File: config.mk
export PLATFORM = sky130hd
export DESIGN_NAME = cbud_mod_n
export DESIGN_NICKNAME = d
export VERILOG_FILES = /design/src/rtl/cbud_mod_n.sv
export SDC_FILE = /design/constraint.sdc
export NUM_CORES = 1
export LEC_CHECK = 0
export CAP_MARGIN = 20
export CORE_UTILIZATION = 52
export DETAILED_ROUTE_END_ITERATION = 10
export GPL_TIMING_DRIVEN = 0
export MAX_ROUTING_LAYER = met4
export PLACE_DENSITY = 0.83
export SYNTH_ARGS = -nofsm -noshare
export SYNTH_HDL_FRONTEND = slang
export SYNTH_SLANG_ARGS = --single-unit
File: constraint.sdc
create_clock -name CLK -period 6.1 [get_ports CLK]
set_clock_uncertainty 0.05 [all_clocks]
set_input_delay 1.525 -clock CLK [delete_from_list [all_inputs] [get_ports CLK]]
set_output_delay 1.525 -clock CLK [all_outputs]
set_load 0.02 [all_outputs]
File: src/rtl/cbud_mod_n.sv
// cbud_mod_n: parametrised synchronous up/down counter with a programmable
// modulus. It has a cascade carry/borrow, synchronous clear, preset and load,
// and optional saturation. It also provides registered terminal-count and
// sticky-wrap flags. Stages chain CAO -> CAI and share CLK, EN and UP.
module cbud_mod_n #(
  parameter int     WIDTH    = 8,
  parameter longint MODULUS  = 0,
  parameter int     SATURATE = 0
) (
  input  logic             CLK,
  input  logic             CDN,
  input  logic             SCLR,
  input  logic             PS,
  input  logic             LD,
  input  logic [WIDTH-1:0] D,
  input  logic             EN,
  input  logic             CAI,
  input  logic             UP,
  output logic [WIDTH-1:0] Q,
  output logic             CAO,
  output logic             TC,
  output logic             OVF
);

  // Largest legal count; MODULUS==0 selects the full 2^WIDTH range.
  localparam logic [WIDTH-1:0] CNT_MAX =
    (MODULUS == 0) ? {WIDTH{1'b1}} : WIDTH'(MODULUS - 1);
  localparam bit SAT = (SATURATE != 0);

  logic [WIDTH-1:0] q_reg, q_next;
  logic             tc_reg, tc_next;
  logic             ovf_reg, ovf_next;

  logic step;
  logic at_max;
  logic at_zero;
  logic below_max;
  logic q_in_range;
  logic d_in_range;
  logic limit;

  // The range tests combine "<" and "==" instead of using "<=". With a full
  // 2^WIDTH modulus, "<= CNT_MAX" would be a constant comparison.
  assign step       = EN & CAI;
  assign at_max     = (q_reg == CNT_MAX);
  assign at_zero    = (q_reg == '0);
  assign below_max  = (q_reg < CNT_MAX);
  assign q_in_range = below_max | at_max;
  assign d_in_range = (D < CNT_MAX) | (D == CNT_MAX);
  assign limit      = UP ? at_max : at_zero;

  // Next-state selection. Priority is SCLR > PS > LD > count > hold.
  // An out-of-range Q can only come from a modulus mismatch. It is pulled
  // back into range by the next step: up goes to 0, down goes to CNT_MAX.
  always_comb begin
    q_next   = q_reg;
    tc_next  = 1'b0;
    ovf_next = ovf_reg;
    if (SCLR) begin
      q_next   = '0;
      ovf_next = 1'b0;
    end else if (PS) begin
      q_next = CNT_MAX;
    end else if (LD) begin
      q_next = d_in_range ? D : CNT_MAX;
    end else if (step) begin
      // A step that meets the limit pulses TC, even if it only holds.
      tc_next = limit;
      if (limit && !SAT) begin
        ovf_next = 1'b1;
      end
      if (UP) begin
        if (at_max) begin
          q_next = SAT ? q_reg : '0;
        end else if (below_max) begin
          q_next = q_reg + WIDTH'(1);
        end else begin
          q_next = '0;
        end
      end else begin
        if (at_zero) begin
          q_next = SAT ? q_reg : CNT_MAX;
        end else if (q_in_range) begin
          q_next = q_reg - WIDTH'(1);
        end else begin
          q_next = CNT_MAX;
        end
      end
    end
  end

  // State registers. CDN clears them immediately, independent of CLK.
  always_ff @(posedge CLK or negedge CDN) begin
    if (!CDN) begin
      q_reg   <= '0;
      tc_reg  <= 1'b0;
      ovf_reg <= 1'b0;
    end else begin
      q_reg   <= q_next;
      tc_reg  <= tc_next;
      ovf_reg <= ovf_next;
    end
  end

  // Outputs. CAO is zero-latency so that a cascade settles within one cycle.
  // CAO is deliberately not gated by SCLR, PS or LD.
  assign Q   = q_reg;
  assign TC  = tc_reg;
  assign OVF = ovf_reg;
  assign CAO = step & limit;

endmodule

After elaboration in Yosys (flattened, before gate mapping)
Index checks and enable logic that the tools add are counted.
{"block": "word_totals", "out_inout_bits": 11, "wordCells": 40, "regBits": 10, "inputBits": 16}
{"block": "op_classes", "add_sub_neg": 2, "order_cmp": 2, "n_reduce_logical": 5, "bitwise": 4, "n_mux": 20, "n_eq_ne": 4}
{"op": "$mux W8", "n": 10}
{"op": "$eq A8 B8 Y1 const B", "n": 2}
{"op": "$lt A8 B8 Y1 const B", "n": 2}
{"op": "$mux W1", "n": 10}
{"op": "$add A8 B1 Y8 const B", "n": 1}
{"op": "$logic_not A8 Y1", "n": 1}
{"op": "$sub A8 B1 Y8 const B", "n": 1}
{"op": "$ne A2 B2 Y1 const B", "n": 2}
{"op": "$reduce_and A4 Y1", "n": 1}
{"op": "$reduce_bool A2 Y1", "n": 2}
{"op": "$reduce_bool A4 Y1", "n": 1}
{"op": "$and A1 B1 Y1", "n": 2}
{"op": "$or A1 B1 Y1", "n": 2}

Logic depth before layout (Yosys ltp)
Gate-level depths: netlist (run 1).
{"block": "depth", "depth_word": 9, "ltp_mapped": 7, "ltp_nobuf": 6}

Worst setup path before layout (run 1)
No wires, ideal clock.
{"block": "synth_path", "path_kind": "input to output", "start": "input port UP", "end": "output port CAO", "path_buffers": 2, "stages": 5, "t_required_ps": 4525, "t_arrival_ps": 2460, "path_slack_ps": 2065, "path_cell_list": "clkbuf_1 buf_2 nor3_1 o21ai_1 inv_1"}
{"block": "synth_via", "elab_chain_cells": 2}
{"element": "start: declaration", "line_no": "18", "source": "input logic UP,"}
{"element": "$mux W1", "line_no": "50", "source": "assign limit = UP ? at_max : at_zero;"}
{"element": "$and A1 B1 Y1", "line_no": "110", "source": "assign CAO = step & limit;"}
{"element": "end: declaration", "line_no": "20", "source": "output logic CAO,"}
Every way passes these cells.

Final worst setup path (run 1)
Same ends and word-level chain as after synthesis.

==> results.json, run 1 <==
{
  "power.switching_uw": 83.8,
  "power.internal_uw": 142,
  "synth_cell_type_count": 47,
  "syn-num-nets": 148,
  "slowest_delay_ns": 0.59,
  "grt_max_degree": 11,
  "power_frac_clock": 0.202,
  "end_kind": "output pin",
  "fmax_mhz": 213,
  "dp_hpwl_mm": 2.07,
  "hold_violations": 0,
  "num_rows": 15,
  "finalCriticalPeriod_ns": 4.69,
  "period_share": 0.769,
  "worst_slew_pin_slew_ns": 0.670,
  "synth_area_sq_um": 1050,
  "critPathTopFamily": "buffers and inverters",
  "n_antenna_cell": 0,
  "power_density_nw_per_um2": 168,
  "synth_flop_cell": "dfrtp_1",
  "port_buffers": 24,
  "rsz0062_at_grt": "false",
  "worst-path-stages": 6,
  "finalWirelength_mm": 2.79,
  "crit_path_start_kind": "input port",
  "min_path_cells": 2,
  "peakVddDrop_mv": 0.169,
  "overflow": 0,
  "path_common_cell": "inv_1",
  "tns_ns": 0,
  "required_ns": 4.53,
  "ys_warn_count": 0,
  "dieHeight_um": 46.9,
  "antenna_found_initial": 0,
  "final_common_cell": "clkdlybuf4s50_1",
  "wl_per_cell_um": 15.4,
  "setup_viol": 0,
  "ys_ff_latch": 10,
  "layout.nets": 177,
  "grt_pass1_vias": 1013,
  "cts_resized": 0,
  "clock_path_buffers": 2,
  "post-cts-setup-buffers": 0,
  "drive_gt1_frac": 0.128,
  "drc": 0,
  "status": "complete, no violations",
  "crit_fanout": 7,
  "viasPerCell": 6.23,
  "ys_seq_area_frac": 0.239,
  "grt_pass1_wl_mm": 4.63,
  "syn-instance-count": 129,
  "cp_slowest_cell": "clkdlybuf4s50_1",
  "hold_buffers": 0,
  "postRouteAntennaNets": 0,
  "ioPinCount": 27,
  "gp_congestion": 0.986,
  "synthArstFlopShare": 1.00,
  "die_w_um": 46.9,
  "path_buf_inv": 4,
  "power_frac_seq": 0.343,
  "criticalPathCategory": "in -> out",
  "grt_usage": 0.313,
  "htree_levels": 1,
  "initial_utilization": 0.581,
  "leakagePower_uw": 0.000525,
  "cts_buffers": 3,
  "syn_avg_cell_area_sq_um": 8.12,
  "core_sq_um": 1800,
  "p_comb_frac": 0.455,
  "worstPathArrival_ns": 3.11,
  "cts_tree": "built",
  "clk_pin_slew_ns": 0.06,
  "maxSlewViolCount": 0,
  "reg2regPathDepth": 7,
  "num_vias": 1128,
  "layout_common_cells": "clkdlybuf4s50_1 (24), dfrtp_1 (10), inv_1 (7), nor2_1 (7), a21oi_1 (7)",
  "area_growth_syn_to_layout_pct": 28.1,
  "crit_chain": "clkbuf_1 -> inv_1 -> nor3_1 -> o21ai_1 -> inv_1 -> clkdlybuf4s50_1",
  "cap_violations": 0,
  "drtIter0Drc": 57,
  "slew_headroom": 0.548,
  "dieArea_sq_um": 2200,
  "synth_edf_count": 0,
  "cts_root_buf": "clkbuf_4",
  "drt-pass1-iter-count": 4,
  "hp-class": "reg -> reg",
  "netSwitchingFraction": 0.371,
  "clkSinkCount": 10,
  "fin_hold_ws_ns": 0.448,
  "clock_latency_ns": 0.27
}
==> sequential cells by signal, summed over array words and instances (netlist names) <==
name	cells
Q	8
OVF	1
TC	1
==> final timing paths <==
path,from,slack [ns],end
worst max-delay path,UP,1.41,CAO
worst min-delay path,OVF$_DFFE_PN0P_,0.45,OVF$_DFFE_PN0P_
worst max register to register,Q[0]$_DFFE_PN0P_,3.92,Q[5]$_DFFE_PN0P_
worst min register to register,OVF$_DFFE_PN0P_,0.45,OVF$_DFFE_PN0P_
max in group asynchronous,CDN,4.15,Q[7]$_DFFE_PN0P_
min in group asynchronous,CDN,1.52,Q[1]$_DFFE_PN0P_
==> kinds of logic (layout without fill, tap and decap cells) <==
family	after synthesis	in the layout	synth area share
XOR/XNOR	6	6	0.0502
buffers and inverters	20	47	0.0920
adder cells (fa/ha/maj)	3	3	0.0358
multiplexers	4	4	0.0418
AO/OA/AOI/OAI	41	41	0.292
flip-flops	10	10	0.239
AND/OR/NAND/NOR	45	45	0.250
==> per-stage QoR <==
step / cells / total power (uW) / setup slack, ns / area (sq um) / util
after floorplan: 129 / 144 / 2.06 / 1050 / -
after global placement: 178 / 178 / 1.40 / 1320 / 0.732
after detailed placement: 178 / 180 / 1.44 / 1320 / 0.732
after CTS: 181 / 225 / 1.43 / 1340 / 0.744
after global routing: 181 / 239 / 1.28 / 1340 / 0.744
final: 181 / 226 / 1.41 / 1340 / 0.744
==> worst min-delay path, delay by kind of cell (launching register included) <==
kind             cells  cell delay, ns
AND/OR/NAND/NOR      1            0.07
flip-flops           1            0.35
AO/OA/AOI/OAI        1            0.05
==> final cells by class <==
type,instances,area [sq um]
multi-input combinational,99,701
fill,154,460
sequential,10,250
timing repair buffer,24,240
buffer,13,70.1
tap,25,31.3
inverter,7,26.3
clock buffer,3,22.5
==> per-layer routing <==
metal	vias up	wire [um]	GRT usage	share of wire
met3	12	282	0.0731	0.10
met4	0	73	0.126	0.026
met1	499	1200	0.436	0.43
met5	-	0	-	0
met2	73	1240	0.433	0.44
li1	544	-	-	-
==> synthesized netlist by cell type (4+ instances only) <==
master,number,area share
buf_2,5,0.024
nand3_1,5,0.024
nor3_1,5,0.024
dfrtp_1,10,0.24
inv_1,7,0.025
o21ai_0,4,0.019
a21oi_1,7,0.033
clkbuf_1,5,0.018
nand2_1,5,0.018
nor2_1,7,0.025
a21o_1,5,0.036
==> power groups by stage <==
stage / combinational (uW) / clock, uW / sequential (uW)
floorplan: 60.0 / 0 / 84.4
global placement: 99.9 / 0 / 78.3
detailed placement: 101 / 0 / 78.8
CTS: 101 / 46.5 / 77.5
global route: 112 / 49.0 / 78.3
finish: 103 / 45.6 / 77.5
Note: power is estimated with default switching activity, not from simulation.
==> inputs of run 2 (changes only) <==
--- a/config.mk
+++ b/config.mk
@@ -6,11 +6,11 @@
 export NUM_CORES = 1
 export LEC_CHECK = 0
 export CAP_MARGIN = 20
-export CORE_UTILIZATION = 52
+export CORE_UTILIZATION = 48
 export DETAILED_ROUTE_END_ITERATION = 10
 export GPL_TIMING_DRIVEN = 0
 export MAX_ROUTING_LAYER = met4
-export PLACE_DENSITY = 0.83
+export PLACE_DENSITY = 0.78
 export SYNTH_ARGS = -nofsm -noshare
 export SYNTH_HDL_FRONTEND = slang
 export SYNTH_SLANG_ARGS = --single-unit
==> constraint.sdc (replaced) <==
create_clock -name CLK -period 4.8 [get_ports CLK]
set_clock_uncertainty 0.05 [all_clocks]
set_input_delay 1.2 -clock CLK [delete_from_list [all_inputs] [get_ports CLK]]
set_output_delay 1.2 -clock CLK [all_outputs]
set_load 0.02 [all_outputs]
==> results.json, run 2 (synthesis gave the netlist of run 1 again) <==
{
  "end_kind": "output pin",
  "crit_path_start_kind": "input port",
  "layout.nets": 177,
  "dieHeight_um": 48.7,
  "grt_pass1_wl_mm": 5.03,
  "num_vias": 1158,
  "die_w_um": 48.7,
  "finalCriticalPeriod_ns": 4.12,
  "cap_violations": 0,
  "drc": 0,
  "gp_congestion": 0.910,
  "clkSinkCount": 10,
  "crit_fanout": 7,
  "worstPathArrival_ns": 2.87,
  "multi_input_area_sq_um": 701,
  "clock_path_buffers": 2,
  "n_antenna_cell": 0,
  "placed_cell_area_sq_um": 1320,
  "cts_buffers": 3,
  "n_fill_cell": 175,
  "hold_violations": 0,
  "cts_tree": "built",
  "ioPinCount": 27,
  "tns_ns": 0,
  "setup_viol": 0,
  "period_share": 0.859,
  "dieArea_sq_um": 2370,
  "finalWirelength_mm": 3.07,
  "antenna_found_initial": 0,
  "peakVddDrop_mv": 0.139,
  "port_buffers": 24,
  "largest_register_ffs": 8,
  "r2r_setup_slack_ns": 2.60,
  "status": "complete, no violations",
  "num_rows": 16,
  "dp_hpwl_mm": 2.16,
  "postRouteAntennaNets": 0,
  "drt-pass1-iter-count": 4,
  "clock_latency_ns": 0.28,
  "power_density_nw_per_um2": 231,
  "slew_headroom": 0.482,
  "grt_pass1_vias": 1109,
  "required_ns": 3.55,
  "drtIter0Drc": 43,
  "leakagePower_uw": 0.000532,
  "core_sq_um": 2000,
  "register_area_sq_um": 250,
  "criticalPathCategory": "in -> out",
  "initial_utilization": 0.523,
  "rsz0062_at_grt": "false",
  "hp-class": "reg -> reg",
  "wl_per_cell_um": 16.7,
  "overflow": 0,
  "final_common_cell": "clkdlybuf4s50_1",
  "post-cts-setup-buffers": 0,
  "final_cell_area_sq_um": 1360,
  "grt_usage": 0.278,
  "fmax_mhz": 243,
  "cts_root_buf": "clkbuf_4",
  "viasPerCell": 6.29,
  "maxSlewViolCount": 0,
  "drive_gt1_frac": 0.134,
  "clk_pin_slew_ns": 0.08,
  "worst_slew_pin_slew_ns": 0.769,
  "grt_max_degree": 11,
  "hold_buffers": 0,
  "area_growth_syn_to_layout_pct": 29.6,
  "layout_common_cells": "clkdlybuf4s50_1 (24), dfrtp_1 (10), inv_1 (7), nor2_1 (7), a21oi_1 (7)",
  "cts_resized": 0,
  "htree_levels": 1
}
run 2: cell types whose count changed in the layout (fill, tap and decap cells not counted), sizes merged:
cell,delta
clkbuf,+1
run 2: layout make-up:
class | count | share of cell area
Buffer | 13 | 0.0516
Clock buffer | 4 | 0.0267
Inverter | 7 | 0.0194
Multi-Input combinational cell | 99 | 0.516
Sequential cell | 10 | 0.184
Tap cell | 27 | 0.0249
Timing Repair Buffer | 24 | 0.177
run 2: path summary, 6_finish.rpt:
kind                             startpoint                to  depth (start not counted)
max                                      UP               CAO                          6
min                         OVF$_DFFE_PN0P_   OVF$_DFFE_PN0P_                          2
max reg2reg                Q[0]$_DFFE_PN0P_  Q[4]$_DFFE_PN0P_                          7
min reg2reg                 OVF$_DFFE_PN0P_   OVF$_DFFE_PN0P_                          2
max in group asynchronous               CDN  Q[0]$_DFFE_PN0P_                          1
min in group asynchronous               CDN  Q[1]$_DFFE_PN0P_                          1
run 2: stage by stage:
stage / worst slack [ns] / power, uW / hold slack (ns) / cells / util
after detailed placement: 0.740 / 229 / 0.429 / 180 / 0.660
after CTS: 0.707 / 309 / 0.457 / 184 / 0.678
after floorplan: 1.41 / 184 / 0.548 / 129 / -
after global placement: 0.737 / 228 / 0.427 / 180 / 0.660
after global routing: 0.577 / 327 / 0.485 / 184 / 0.678
final: 0.677 / 314 / 0.456 / 184 / 0.678
run 2: layer usage:
metal	track usage	vias up	wire, um
li1	-	541	-
met1	0.378	540	1400
met2	0.431	63	1380
met3	0.0283	14	217
met4	0.0980	0	78
met5	-	-	0
run 2: where the power goes:
part | internal, uW | switching, uW
registers | 90.9 | 7.58
clock network | 46.2 | 37.0
logic | 60.2 | 72.0
run 2: critical path, stage by stage:
cell             delay, ns
clkbuf_1              0.32
inv_1                 0.25
nor3_1                0.26
o21ai_1               0.17
inv_1                 0.08
clkdlybuf4s50_1       0.59
